**src/rtl/arb_pkg.sv**
```systemverilog
// Shared definitions for the weighted round-robin session arbiter family:
// FSM state encoding, default parameter values and picker sizing helper.
package arb_pkg;

  localparam int DEF_N_REQ    = 4;
  localparam int DEF_WEIGHT_W = 3;
  localparam int DEF_TMO_W    = 8;

  typedef enum logic {
    IDLE = 1'b0,
    OWN  = 1'b1
  } arb_state_e;

  // Index width for an n-way picker; never narrower than one bit.
  function automatic int pick_idx_w(input int n);
    return (n <= 1) ? 1 : $clog2(n);
  endfunction

endpackage

```
**src/rtl/rr_pick.sv**
```systemverilog
// Combinational round-robin picker: first set request at or after ptr,
// modulo N. Returns the one-hot winner, its index and a found flag.
module rr_pick
  import arb_pkg::*;
#(
  parameter int N     = DEF_N_REQ,
  parameter int IDX_W = pick_idx_w(N)
) (
  input  logic [N-1:0]     req,
  input  logic [IDX_W-1:0] ptr,
  output logic [N-1:0]     grant,
  output logic [IDX_W-1:0] idx,
  output logic             any
);

  // Walk positions in rotated order (ptr, ptr+1, ...); the first hit wins.
  // This folds rotate, lowest-bit priority and rotate-back into one pass.
  always_comb begin
    int j;
    grant = '0;
    idx   = '0;
    any   = 1'b0;
    j     = 0;
    for (int i = 0; i < N; i++) begin
      j = i + int'(ptr);
      if (j >= N) begin
        j = j - N;
      end
      if (req[j] && !any) begin
        any      = 1'b1;
        grant[j] = 1'b1;
        idx      = IDX_W'(j);
      end
    end
  end

endmodule

```
**src/rtl/wrr_session_arbiter.sv**
```systemverilog
// Weighted round-robin arbiter with session hold. An owner keeps the
// resource until session_done; it may renew up to weight sessions, and a
// watchdog reclaims sessions that never end. All outputs come from flops.
module wrr_session_arbiter
  import arb_pkg::*;
#(
  parameter int N_REQ    = DEF_N_REQ,
  parameter int WEIGHT_W = DEF_WEIGHT_W,
  parameter int TMO_W    = DEF_TMO_W,
  parameter int IDX_W    = pick_idx_w(N_REQ)
) (
  input  logic                      clk,
  input  logic                      rst_an,
  input  logic [N_REQ-1:0]          req,
  input  logic [N_REQ*WEIGHT_W-1:0] weight,
  input  logic [TMO_W-1:0]          tmo_cfg,
  input  logic                      session_done,
  output logic [N_REQ-1:0]          grant,
  output logic [IDX_W-1:0]          grant_idx,
  output logic                      grant_vld,
  output logic                      tmo_evt
);

  localparam logic [IDX_W-1:0]    LAST_IDX = IDX_W'(N_REQ - 1);
  localparam logic [IDX_W-1:0]    ONE_I    = IDX_W'(1);
  localparam logic [WEIGHT_W-1:0] ONE_W    = WEIGHT_W'(1);
  localparam logic [TMO_W-1:0]    ONE_T    = TMO_W'(1);

  arb_state_e          state_reg;
  logic [IDX_W-1:0]    ptr_reg;
  logic [WEIGHT_W-1:0] credit_reg;
  logic [TMO_W-1:0]    wdog_reg;

  // Effective per-requester budget: a zero weight still grants one session.
  logic [WEIGHT_W-1:0] eff_weight [N_REQ];

  genvar gi;
  generate
    for (gi = 0; gi < N_REQ; gi++) begin : g_weight
      assign eff_weight[gi] = (weight[gi*WEIGHT_W +: WEIGHT_W] == '0)
                              ? ONE_W : weight[gi*WEIGHT_W +: WEIGHT_W];
    end
  endgenerate

  logic [IDX_W-1:0] ptr_after_owner;
  logic [N_REQ-1:0] pick_req;
  logic [IDX_W-1:0] pick_ptr;
  logic [N_REQ-1:0] pick_grant;
  logic [IDX_W-1:0] pick_idx;
  logic             pick_any;
  logic             owner_req;
  logic             timeout;
  logic             session_end;
  logic             renew;

  // Pointer wraps explicitly so non-power-of-2 N_REQ never points past the end.
  assign ptr_after_owner = (grant_idx == LAST_IDX) ? '0 : grant_idx + ONE_I;

  // While owning, the picker looks past the owner with the owner masked out;
  // from idle it scans the raw request vector from the stored pointer.
  always_comb begin
    pick_req = req;
    pick_ptr = ptr_reg;
    if (state_reg == OWN) begin
      pick_req = req & ~grant;
      pick_ptr = ptr_after_owner;
    end
  end

  rr_pick #(
    .N     (N_REQ),
    .IDX_W (IDX_W)
  ) u_pick (
    .req   (pick_req),
    .ptr   (pick_ptr),
    .grant (pick_grant),
    .idx   (pick_idx),
    .any   (pick_any)
  );

  // session_done outranks an expiring watchdog in the same cycle.
  assign owner_req   = |(req & grant);
  assign timeout     = (state_reg == OWN) && (tmo_cfg != '0) &&
                       (wdog_reg == tmo_cfg - ONE_T) && !session_done;
  assign session_end = (state_reg == OWN) && (session_done || timeout);
  assign renew       = (credit_reg > ONE_W) && owner_req && !timeout;

  // Arbitration FSM with credit, watchdog, pointer and registered outputs.
  always_ff @(posedge clk or negedge rst_an) begin
    if (!rst_an) begin
      state_reg  <= IDLE;
      ptr_reg    <= '0;
      credit_reg <= '0;
      wdog_reg   <= '0;
      grant      <= '0;
      grant_idx  <= '0;
      grant_vld  <= 1'b0;
      tmo_evt    <= 1'b0;
    end else begin
      tmo_evt <= 1'b0;
      case (state_reg)
        IDLE: begin
          if (pick_any) begin
            grant      <= pick_grant;
            grant_idx  <= pick_idx;
            grant_vld  <= 1'b1;
            credit_reg <= eff_weight[pick_idx];
            wdog_reg   <= '0;
            state_reg  <= OWN;
          end
        end
        OWN: begin
          if (!session_end) begin
            if (wdog_reg != '1) begin
              wdog_reg <= wdog_reg + ONE_T;
            end
          end else begin
            tmo_evt  <= timeout;
            wdog_reg <= '0;
            if (renew) begin
              credit_reg <= credit_reg - ONE_W;
            end else begin
              ptr_reg <= ptr_after_owner;
              if (pick_any) begin
                grant      <= pick_grant;
                grant_idx  <= pick_idx;
                credit_reg <= eff_weight[pick_idx];
              end else if (owner_req) begin
                credit_reg <= eff_weight[grant_idx];
              end else begin
                grant      <= '0;
                grant_idx  <= '0;
                grant_vld  <= 1'b0;
                credit_reg <= '0;
                state_reg  <= IDLE;
              end
            end
          end
        end
        default: state_reg <= IDLE;
      endcase
    end
  end

endmodule

```
**config.mk**
```make
export PLATFORM = sky130hd
export DESIGN_NAME = wrr_session_arbiter
export DESIGN_NICKNAME = d
export VERILOG_FILES = /design/src/rtl/arb_pkg.sv /design/src/rtl/rr_pick.sv /design/src/rtl/wrr_session_arbiter.sv
export SDC_FILE = /design/constraint.sdc
export NUM_CORES = 1
export LEC_CHECK = 0
export BUFFER_PORTS_ARGS = -buffer_cell sky130_fd_sc_hd__buf_2
export CELL_PAD_IN_SITES_DETAIL_PLACEMENT = 1
export CELL_PAD_IN_SITES_GLOBAL_PLACEMENT = 2
export CORE_MARGIN = 1
export CORE_UTILIZATION = 29
export CTS_BUF_LIST = sky130_fd_sc_hd__clkbuf_8
export CTS_CLUSTER_SIZE = 14
export DETAILED_ROUTE_END_ITERATION = 6
export PLACE_DENSITY_LB_ADDON = 0.1
export SYNTH_ARGS = -nofsm -noshare
export SYNTH_HDL_FRONTEND = slang
export SYNTH_SLANG_ARGS = --single-unit
```
**constraint.sdc**
```tcl
create_clock -name clk -period 3.5 [get_ports clk]
set_input_delay 1.05 -clock clk [delete_from_list [all_inputs] [get_ports clk]]
set_output_delay 1.05 -clock clk [all_outputs]
set_load 0.02 [all_outputs]
```
==> results.ini <==
[run_status]
status=complete, but fails checks
violations=DRC

[worst_setup_path]
path_class=primary input to register
worstPathArrival_ps=3340
crit_family=compound AO/OA/AOI/OAI gates
endpoint_kind=register
crit_fanout=8
rrSetupSlack_ps=300
critical_path_required_ps=3630
cp_slowest_cell=a2111oi_1
startpoint=tmo_cfg[0]
critPathBufInv=2
regToRegStartpoint=grant_idx[0]
cp_slowest_stage_delay_ps=430
crit_chain=buf_2 > inv_1 > ha_1 > nor4bb_1 > o2111ai_1 > a311oi_1 > o31a_1 > a21oi_2 > and2_1 > a2111oi_1 > o22ai_2
start_kind=primary input

[timing]
maxSlewViolCount=0
fmax_mhz=311.7
finClkSkew_ps=6.119
rsz0062_at_grt=no
max-slew-margin-rel_pct=55.22
worst_pin_slew_ps=665.7
setup_ws_ps=291.6
hold_viol_final=0
period_share_pct=91.67
min_period_ps=3208
tns_ps=0
setup_viol=0

[synth]
synth_top_area_share_pct=23.93
synthFlopType=dfrtp_1
ys_seq_area_share_pct=23.93
synth.area.top_cells=dfrtp_1, ha_1, mux2_2
synth-seq-cells=22
ys_types=65
avgSynthCellArea_sq_um=9.131
synthesis.area_sq_mm=0.002301
syn_inst=252
synth_nets=293
yosys_warnings=0
synth_top_area_cell=dfrtp_1
synthArstFlopShare_pct=100.0
synth_enable_flop_cells=0

[place]
detailed_place_hpwl_um=5397
gp_congestion=0.8131
dp_worst_setup_slack_ps=-8.131
dp.cells=397
dpl_cell_area_sq_mm=0.002669
portBuffers=34

[die]
num_rows=32
die_w_um=91.08
die_y_um=91.08
start_util_pct=29.93
io_pins=35
fp.dieArea_sq_mm=0.008295
coreArea_sq_mm=0.007687

[route]
wl_met3_um=157
ant_nets=0
met2WireLength_um=3234
top_layer_used=met4
routedLengthMet1_um=3333
vias_per_cell=5.404
routed_wl_um=6777
drt_iter0_drc=102
wl_per_cell_um=16.90
firstDrtPassIters=6
drc_errors=1
vias=2167

[finish]
final_cells=401
area_growth_pct=18.43
design_area_sq_mm=0.002725
fillers=935
fin_nets=341
drive_gt1_share_pct=28.09
largest_reg_flops=8
diodes=0

[global_routing]
grt_pass1_wl_um=11390
grt_pass1_vias=2233
gr-usage-all-layers_pct=16.99
globalRoute.totalOverflow=0
antenna_found_initial=0
grt_start_max_net_pins=23

[clock_tree]
cts_sinks=22
cts_setup_buffers=0
clockBufferDepth=2
clkLatencyLatePin_ps=270
root_buffer=clkbuf_8
cts_tree=yes
clk_pin_slew_ps=90
cts_made_buffers=3
htree_num_levels=1

[pwr]
combPwrFrac_pct=74.2
switching_share_pct=47.20
leakagePower_nw=1.213
internal-power_w=0.001211
total_power_w=0.002293
p_sw_w=0.001082
p_per_area_mw_per_mm2=841.5
irDropWorstVdd_mv=0.4676
clock_power_share_pct=8.3
p_seq_share_pct=17.5

[hold_path]
min_from=ptr_reg[0]
hold_path.class=register to register

[run]
cap_violations=0

final timing paths:
check | to | depth (start not counted)
min in group asynchronous | wdog_reg[1] | 1
setup / recovery | credit_reg[0] | 11
max in group asynchronous | credit_reg[0] | 1
setup reg to reg | credit_reg[0] | 10
hold reg to reg | ptr_reg[0] | 2
hold / removal | ptr_reg[0] | 2
tightest hold or removal path, stage by stage (launching register included):
cell	delay (ps)
dfrtp_1	370
nand2_1	60
o31ai_1	60
Yosys cell counts (all sizes together) (2+ instances only):
library cell and n:
or3 5, dfrtp 22, o211ai 3, a22o 4, a32oi 2, o21ai 15
o21bai 7, nand2b 5, nor2 14, o31ai 2, o31a 2, and2 2
a22oi 8, nor4 3, mux2 11, o2111ai 3, xnor2 5, mux2i 9
inv 9, mux4 6, and3 3, a31oi 4, buf 4, a21boi 4
ha 14, nor2b 5, a21oi 18, a21bo 4, xor2 2, nand3 10
or4 2, nor3 5, nand2 21, nand4 3
layout make-up:
cell class	instances	area, sq um	share of cell area, %
clock buffers	4	55.05	2.020
inverters	9	33.78	1.240
multi-input cells	216	1683	61.75
flip-flops and latches	22	550.5	20.20
well taps	102	127.6	4.683
repair buffers	48	275.3	10.10
power by group through the flow:
| stage | clock network, W | registers (W) | logic [W] |
|---|---|---|---|
| 2_1_floorplan | 0 | 0.000436 | 0.00119 |
| 3_3_place_gp | 0 | 0.000409 | 0.00170 |
| 3_5_place_dp | 0 | 0.000407 | 0.00169 |
| 4_1_cts | 0.000201 | 0.000402 | 0.00171 |
| 5_1_grt | 0.000209 | 0.000415 | 0.00187 |
| 6_report | 0.000191 | 0.000402 | 0.00170 |
cells in the final DEF (no fill, tap or decap), types with 3 or more instances in the layout:
cell type / netlist / layout
ha_1: 14 / 14
mux2_2: 10 / 10
a22o_1: 4 / 4
buf_4: 0 / 14
nand2_1: 21 / 21
nor2b_1: 3 / 3
mux2i_1: 9 / 9
a21oi_1: 17 / 17
mux4_2: 4 / 4
buf_2: 1 / 34
o2111ai_1: 3 / 3
inv_1: 8 / 8
nor3_1: 5 / 5
nor4_1: 3 / 3
dfrtp_1: 22 / 22
o21ai_0: 14 / 14
and3_1: 3 / 3
xnor2_1: 5 / 5
nand3_1: 9 / 9
or3_1: 5 / 5
nand4_1: 3 / 3
a21bo_2: 4 / 4
clkbuf_8: 0 / 4
nor2_1: 13 / 13
nand2b_1: 5 / 5
a22oi_1: 8 / 8
o21bai_1: 7 / 7
logic make-up (layout without fill, tap and decap cells):
| group | count (synthesis) | count (layout) | share of synthesized area [%] |
|---|---|---|---|
| flip-flops | 22 | 22 | 23.93 |
| AO/OA/AOI/OAI | 84 | 84 | 26.65 |
| adder cells (fa/ha/maj) | 14 | 14 | 7.613 |
| XOR/XNOR | 7 | 7 | 2.665 |
| buffers and inverters | 14 | 61 | 2.990 |
| multiplexers | 26 | 26 | 15.50 |
| AND/OR/NAND/NOR | 85 | 85 | 20.66 |
routing by layer:
metal | vias up | track usage (%)
li1 | 1068 | -
met1 | 1052 | 22.71
met2 | 42 | 29.73
met3 | 5 | 1.759
met4 | 0 | 3.175
met5 | - | 0
metrics by stage:
stage	util [%]	hold slack [ps]
2_1_floorplan	-	456.2
3_3_place_gp	34.72	478.7
3_5_place_dp	34.72	494.8
4_1_cts	35.43	524.5
5_1_grt	35.45	565.5
6_report	35.45	513.2
timing repair:
item	in CTS	in global routing
gates resized for setup	0	1
setup endpoints to repair	0	3
hold buffers	0	0
Power figures use the tool's default switching activity.
